--- config.mk ---
export PLATFORM = sky130hd
export DESIGN_NAME = core_sequencer
export DESIGN_NICKNAME = d
export VERILOG_FILES = /design/src/rtl/core_sequencer_pkg.sv /design/src/rtl/core_sequencer_wait.sv /design/src/rtl/core_sequencer.sv
export SDC_FILE = /design/constraint.sdc
export NUM_CORES = 1
export LEC_CHECK = 0
export BUFFER_PORTS_ARGS = -buffer_cell sky130_fd_sc_hd__buf_2
export CAP_MARGIN = 20
export CELL_PAD_IN_SITES_DETAIL_PLACEMENT = 0
export CELL_PAD_IN_SITES_GLOBAL_PLACEMENT = 1
export CORE_MARGIN = 3
export CORE_UTILIZATION = 35
export DETAILED_ROUTE_END_ITERATION = 7
export GPL_TIMING_DRIVEN = 0
export PLACE_DENSITY_LB_ADDON = 0.1
export SETUP_SLACK_MARGIN = 0.2
export SLEW_MARGIN = 10
export SYNTH_ARGS = -nofsm -noshare
export SYNTH_HDL_FRONTEND = slang
export SYNTH_SLANG_ARGS = --single-unit
--- constraint.sdc ---
create_clock -name clk_in -period 3.45 [get_ports clk_in]
set_input_delay 0.69 -clock clk_in [delete_from_list [all_inputs] [get_ports clk_in]]
set_output_delay 0.69 -clock clk_in [all_outputs]
set_load 0.02 [all_outputs]
--- src/rtl/core_sequencer_pkg.sv ---
// Shared types for the riscalar multi-cycle control path.
// Holds the decoded instruction class and the sequencer state encoding.
package core_sequencer_pkg;

  typedef enum logic [3:0] {
    OP, OPIMM, BRANCH, LUI, AUIPC, JAL, JALR, LOAD, STORE, Unsupported
  } IType;

  typedef enum logic [2:0] {
    IDLE, FETCH, DECODE, EXECUTE, MEM, WB, HALT
  } SeqState;

  function automatic logic is_mem_op(IType t);
    return (t == LOAD) || (t == STORE);
  endfunction

  function automatic logic writes_rf(IType t);
    return !((t == STORE) || (t == BRANCH));
  endfunction

endpackage

--- src/rtl/core_sequencer_wait.sv ---
// BRAM latency timer shared by instruction fetch and data loads.
// Counts from 0 up to MEM_LATENCY while enabled and parks there until cleared.
module mem_wait_timer #(
  parameter int MEM_LATENCY = 2
) (
  input  logic clk_in,
  input  logic rst_in,
  input  logic clear,
  input  logic enable,
  output logic first,
  output logic done
);

  localparam int CW = $clog2(MEM_LATENCY + 1);

  logic [CW-1:0] cnt;

  // NOTE: sequential state always uses non-blocking assignments so every
  // register samples the pre-edge values of its neighbours.
  always_ff @(posedge clk_in) begin
    if (rst_in || clear) begin
      cnt <= '0;
    end else if (enable && !done) begin
      cnt <= cnt + CW'(1);
    end
  end

  assign first = (cnt == '0);
  assign done  = (cnt == CW'(MEM_LATENCY));

endmodule

--- src/rtl/core_sequencer.sv ---
// Multi-cycle FETCH/DECODE/EXECUTE/MEM/WB sequencer for the riscalar core.
// Optional macro CORE_SEQ_PERF_EN adds busy-cycle and retired-instruction counters.
module core_sequencer
  import core_sequencer_pkg::*;
#(
  parameter int MEM_LATENCY = 2
) (
  input  logic        clk_in,
  input  logic        rst_in,
  input  logic        start_in,
  input  logic        stop_in,
  input  IType        iType_in,
  output logic        imem_en_out,
  output logic        ir_we_out,
  output logic        dmem_en_out,
  output logic        dmem_we_out,
  output logic        rf_we_out,
  output logic        pc_we_out,
  output logic        instret_out,
  output logic        busy_out,
  output logic        halted_out,
`ifdef CORE_SEQ_PERF_EN
  output logic [31:0] cycle_count_out,
  output logic [31:0] instret_count_out,
`endif
  output SeqState     state_out
);

  SeqState state, state_next;
  IType    itype_q;
  logic    tmr_en, tmr_first, tmr_done;

  // The timer only runs in FETCH and in the MEM phase of a load; any other
  // state holds it at zero, so it always starts fresh on entry.
  assign tmr_en = (state == FETCH) || ((state == MEM) && (itype_q == LOAD));

  mem_wait_timer #(.MEM_LATENCY(MEM_LATENCY)) u_timer (
    .clk_in (clk_in),
    .rst_in (rst_in),
    .clear  (!tmr_en),
    .enable (tmr_en),
    .first  (tmr_first),
    .done   (tmr_done)
  );

  always_ff @(posedge clk_in) begin
    if (rst_in) begin
      state   <= IDLE;
      itype_q <= OP;
    end else begin
      state <= state_next;
      if (state == DECODE) itype_q <= iType_in;
    end
  end

  // NOTE: every combinational output gets a default before the case so no
  // path through the block leaves a variable unassigned (no latch).
  always_comb begin
    state_next = state;
    unique case (state)
      IDLE:    if (start_in) state_next = FETCH;
      FETCH:   if (tmr_done) state_next = DECODE;
      DECODE:  state_next = (iType_in == Unsupported) ? HALT : EXECUTE;
      EXECUTE: state_next = is_mem_op(itype_q) ? MEM : WB;
      MEM:     if ((itype_q == STORE) || tmr_done) state_next = WB;
      WB:      state_next = stop_in ? IDLE : FETCH;
      HALT:    state_next = HALT;
      default: state_next = IDLE;
    endcase
  end

  always_comb begin
    imem_en_out = 1'b0;
    ir_we_out   = 1'b0;
    dmem_en_out = 1'b0;
    dmem_we_out = 1'b0;
    rf_we_out   = 1'b0;
    pc_we_out   = 1'b0;
    instret_out = 1'b0;
    unique case (state)
      FETCH: begin
        imem_en_out = tmr_first;
        ir_we_out   = tmr_done;
      end
      MEM: begin
        dmem_en_out = (itype_q == LOAD) && tmr_first;
        dmem_we_out = (itype_q == STORE);
      end
      WB: begin
        rf_we_out   = writes_rf(itype_q);
        pc_we_out   = 1'b1;
        instret_out = 1'b1;
      end
      default: ;
    endcase
  end

  assign busy_out   = (state != IDLE) && (state != HALT);
  assign halted_out = (state == HALT);
  assign state_out  = state;

`ifdef CORE_SEQ_PERF_EN
  always_ff @(posedge clk_in) begin
    if (rst_in) begin
      cycle_count_out   <= '0;
      instret_count_out <= '0;
    end else begin
      if (busy_out)    cycle_count_out   <= cycle_count_out + 32'd1;
      if (instret_out) instret_count_out <= instret_count_out + 32'd1;
    end
  end
`endif

endmodule

# Yosys cells after proc, flatten, opt, wreduce, memory -nomap -nowiden
# Index checks and enable logic that the tools add are counted.
# op_classes
n_addsub	1
n_mul	0
div	0
magnitude_cmp	0
n_eq_ne	15
shifts	0
mux	13
bitwise_logic	0
n_reduce_logical	16
# ops
op	count
3-bit one-hot mux with 7 select lines	1
3-bit 2-to-1 mux	4
3-bit == test (second input constant)	3
4-bit == test (second input constant)	2
1-bit 2-to-1 mux	8
3-bit by 2-bit == test with 1-bit output (second input constant)	2
1-bit logical OR	5
4-bit by 2-bit == test with 1-bit output (second input constant)	1
4-bit by 3-bit == test with 1-bit output (second input constant)	1
1-bit logical AND	4
2-bit != test (second input constant)	2
3-bit by 1-bit == test with 1-bit output (second input constant)	1
1-bit zero test	3
3-bit zero test	1
3-bit != test (second input constant)	1
3-bit AND reduction	1
3-bit nonzero test	1
2-bit by 1-bit adder with 2-bit output (second input constant)	1
2-bit == test (second input constant)	1
2-bit zero test	1
2-bit by 1-bit != test with 1-bit output (second input constant)	1
# totals
regBits	9
latch_bits	0
ram_bits	0
mem_bits_ro	0
inputBits	8
out_inout_bits	12
wordCells	48
n_memories	0

# Logic depth before layout (Yosys ltp)
# logic_depth
depth_word	5
mapped_depth	6
depth_no_buf	5

# Modules after synthesis
# A second synthesis with hierarchy kept.
# hier_totals
cells_unflattened	69
hier_area_um2	583.1
# by_module_without_submodules
module	instances	cells_each	area_each_um2	seq_area_each_um2
core_sequencer	1	58	457.9	140.1
mem_wait_timer	1	11	125.1	40.0

# Worst setup path before layout
# OpenSTA, ideal clock, no wires.
# synth_timing
path_kind	flip-flop to output port
from	register itype_q[2]
to	output dmem_we_out
arrival_ns	1.483
required_ns	2.760
path_slack_ns	1.277
stages_incl_launch_ff	3
path_buffers	0
cell_sequence	dfxtp_1 -> or4b_4 -> nor4_1
# synth_between
elab_chain_len	2
# synth_lines
item	line_no	source
from (decl)	core_sequencer.sv:30	IType itype_q;
from (signal assigned)	core_sequencer.sv:52	if (state == DECODE) itype_q <= iType_in;
4-bit == test	core_sequencer.sv:87	dmem_we_out = (itype_q == STORE);
1-bit 2-to-1 mux	core_sequencer.sv:80	unique case (state)
to (decl)	core_sequencer.sv:16	output logic dmem_we_out,
# Every way passes these cells.

# Worst setup path in the final report
# layout_timing
from	register state[2] (netlist: state_out[2])
to	output busy_out
# layout_between
elab_chain_len	2
elab_cells_between_ends	3
cone_classes	eq/ne (1); reduce/logical (2)
# layout_lines
item	line_no	source
from (decl)	core_sequencer.sv:29	SeqState state, state_next;
from (signal assigned)	core_sequencer.sv:51	state <= state_next;
3-bit != test / 3-bit nonzero test (equally long branches)	core_sequencer.sv:98	assign busy_out = (state != IDLE) && (state != HALT);
1-bit logical AND (*)	core_sequencer.sv:98	
to (decl)	core_sequencer.sv:20	output logic busy_out,
# Every way passes the cells marked *; elsewhere a longest branch is shown, timed or not.

==> results.py <==
metrics = {
    "final_layout": {
        "fillers": 157,
        "antenna_cells": 0,
        "area_delta_synth_final_pct": 23.8,
        "final_cells": 110,
        "layout.nets": 106,
        "postLayoutCoreUtil": 0.496,
        "drive_gt1_frac": 0.242,
    },
    "place": {
        "finalWeightedCongestion": 0.713,
        "io_buffers": 18,
        "dp_hpwl_um": 978,
        "dp_cells": 106,
        "place_ws_ns": 1.45,
    },
    "floorplan": {
        "initial_utilization": 0.401,
        "rows": 13,
        "dieHeight_um": 46.2,
        "ios": 20,
        "die_w_um": 46.2,
        "die-area_mm2": 0.00214,
        "core_area_mm2": 0.00142,
    },
    "job": {
        "drv_cap": 0,
    },
    "clocking": {
        "cts_hold_buf": 0,
        "cts_buffer_depth": 2,
        "tritoncts": "built",
        "cts_buffers": 3,
        "clk_pin_slew_ns": 0.06,
        "cts_setup_buffers": 0,
        "cts_root_buffer": "clkbuf_4",
        "clock-sinks": 9,
        "htree_levels": 1,
        "clk_latency_ns": 0.26,
        "cts_resized": 0,
    },
    "logic_synthesis": {
        "ys_seq_elements": 9,
        "syn_avg_cell_area_um2": 7.76,
        "synth_nets": 83,
        "ys_top_cells_by_area": "dfxtp_1, a21oi_1, nor2_1, ha_1, nand2b_1",
        "synth_top_area_frac": 0.318,
        "synth_warnings": 0,
        "synthCells": 73,
        "synth_top_area_cell": "dfxtp_1",
        "ys_seq_area_frac": 0.318,
        "syn_area_um2": 567,
        "synth.distinct_cells": 28,
    },
    "power_and_ir_drop": {
        "p_leak_uw": 0.000311,
        "ir_drop_v": 0.000190,
        "power_density_mw_per_mm2": 367,
    },
    "grt": {
        "grt_overflow": 0,
        "use_met3": 0.0391,
        "grt_start_max_net_pins": 11,
        "use_met1": 0.200,
        "use_met2": 0.192,
        "grt_pass1_vias": 480,
        "grt_pass1_wl_um": 2140,
        "antenna_found_initial": 0,
        "grt.busiest_layer": "met1",
        "track_usage": 0.143,
    },
    "setup_path": {
        "cp-end-kind": "output pin",
        "ff2ff_setup_slack_ns": 1.80,
        "crit_fanout": 10,
        "startpoint": "state_out[2]",
        "regToRegStartpoint": "u_timer.cnt[0]",
        "ff2ff_path_depth": 6,
        "setup.worst_path.start_class": "register",
        "crit_required_ns": 2.76,
        "path_class": "reg2out",
        "r2r_end": "state_out[0]",
        "crit_end": "busy_out",
        "worstPathArrival_ns": 1.59,
    },
    "routing": {
        "viasPerCell": 5.17,
        "wl_per_cell_um": 11.7,
        "ant_nets": 0,
        "wirelength_um": 1290,
        "drc_errors": 0,
        "drt_iter0_drc": 8,
        "num_vias": 569,
        "dr.pass1.iters": 4,
    },
    "timing": {
        "slew_headroom": 0.695,
        "hold_viol": 0,
        "fin_crit_sh": 0.660,
        "worstMarginPinSlew_ns": 0.451,
        "fin_hold_ws_ns": 0.517,
        "finalSetupTns_ns": 0,
        "max_freq_mhz": 439,
        "rsz0062_at_grt": "false",
        "setup_viol": 0,
        "min_period_ns": 2.28,
        "setup_slack_ns": 1.17,
        "final-max-slew-violation-count": 0,
        "skew_ns": 0.00128,
    },
    "hold_path": {
        "worstHoldPathType": "reg2reg",
    },
    "run_status": {
        "outcome": "finished clean",
    },
}
-- area by class of cell --
type / count / area, µm² / area share
Buffer: 6 / 26.3 / 0.0374
Clock buffer: 4 / 26.3 / 0.0374
Timing Repair Buffer: 18 / 90.1 / 0.128
Multi-Input combinational cell: 54 / 345 / 0.492
Inverter: 4 / 15.0 / 0.0214
Sequential cell: 9 / 180 / 0.257
Tap cell: 15 / 18.8 / 0.0267
-- critical path, cell delays in order, from the launching register on --
cell	delay, ns
dfxtp_1	0.39
clkbuf_1	0.37
nor2b_1	0.10
or3_1	0.31
buf_2	0.16
-- registers in the layout, indices dropped and copies added, names as in the netlist --
name and flops:
u_timer.cnt 2, itype_q 4, state_out 3
-- routing by layer --
layer	routed length, µm	part of all wire
met5	0	0
met2	519	0.40
met3	83	0.065
met4	24	0.019
met1	659	0.51
-- worst min-delay path by stage --
stage,slack [ns],start,cells after the start,to
global route,0.54,itype_q[0],2,itype_q[0]
detailed placement,0.50,itype_q[2],2,itype_q[2]
CTS,0.51,itype_q[2],2,itype_q[2]
floorplan,0.48,itype_q[0],2,itype_q[0]
global placement,0.50,itype_q[2],2,itype_q[2]
finish,0.52,itype_q[2],2,itype_q[2]
-- power breakdown --
| part | internal [µW] | total (µW) | switching, µW |
|---|---|---|---|
| clock network | 44.7 | 83.1 | 38.4 |
| logic | 26.1 | 61.1 | 35.0 |
| registers | 109 | 113 | 4.74 |
| total | 179 | 257 | 78.2 |
-- cell usage in the layout, fill, tap and decap left out, types with 2 or more instances in the layout --
master    instances
ha_1              2
buf_2            18
o21ai_0           5
and4b_1           2
a21oi_1           7
a31oi_1           2
nor2b_1           2
dfxtp_1           9
and2_1            2
nor2_1            8
nand2b_1          4
nand2_1           5
clkbuf_1          6
a211o_1           2
inv_1             4
clkbuf_4          3
-- stage by stage --
stage,cell area (µm²),power [µW]
finish,702,257
global route,702,275
CTS,702,262
detailed placement,676,177
global placement,676,177
floorplan,567,159
-- cell usage after synthesis, drive strengths merged --
| library cell | count |
|---|---|
| clkbuf | 5 |
| a2111oi | 1 |
| nand2b | 4 |
| dfxtp | 9 |
| a211o | 2 |
| nor4bb | 1 |
| xor2 | 1 |
| and2 | 2 |
| a21oi | 7 |
| nor4 | 1 |
| xnor2 | 1 |
| o21ai | 5 |
| buf | 1 |
| nor3 | 1 |
| or4b | 1 |
| or3 | 1 |
| and4b | 2 |
| nand2 | 5 |
| o31a | 1 |
| nand3b | 1 |
| mux2i | 1 |
| inv | 4 |
| a32o | 1 |
| nor2 | 8 |
| ha | 2 |
| nor2b | 2 |
| a31oi | 2 |
| nor3b | 1 |
-- kinds of logic after synthesis --
group	synth area share
fa+ha+maj	0.0441
buf+inv	0.0728
compound gates	0.208
xor+xnor	0.0309
flops	0.318
simple gates	0.309
mux	0.0177
No activity file was read; power rests on OpenSTA's default activity.
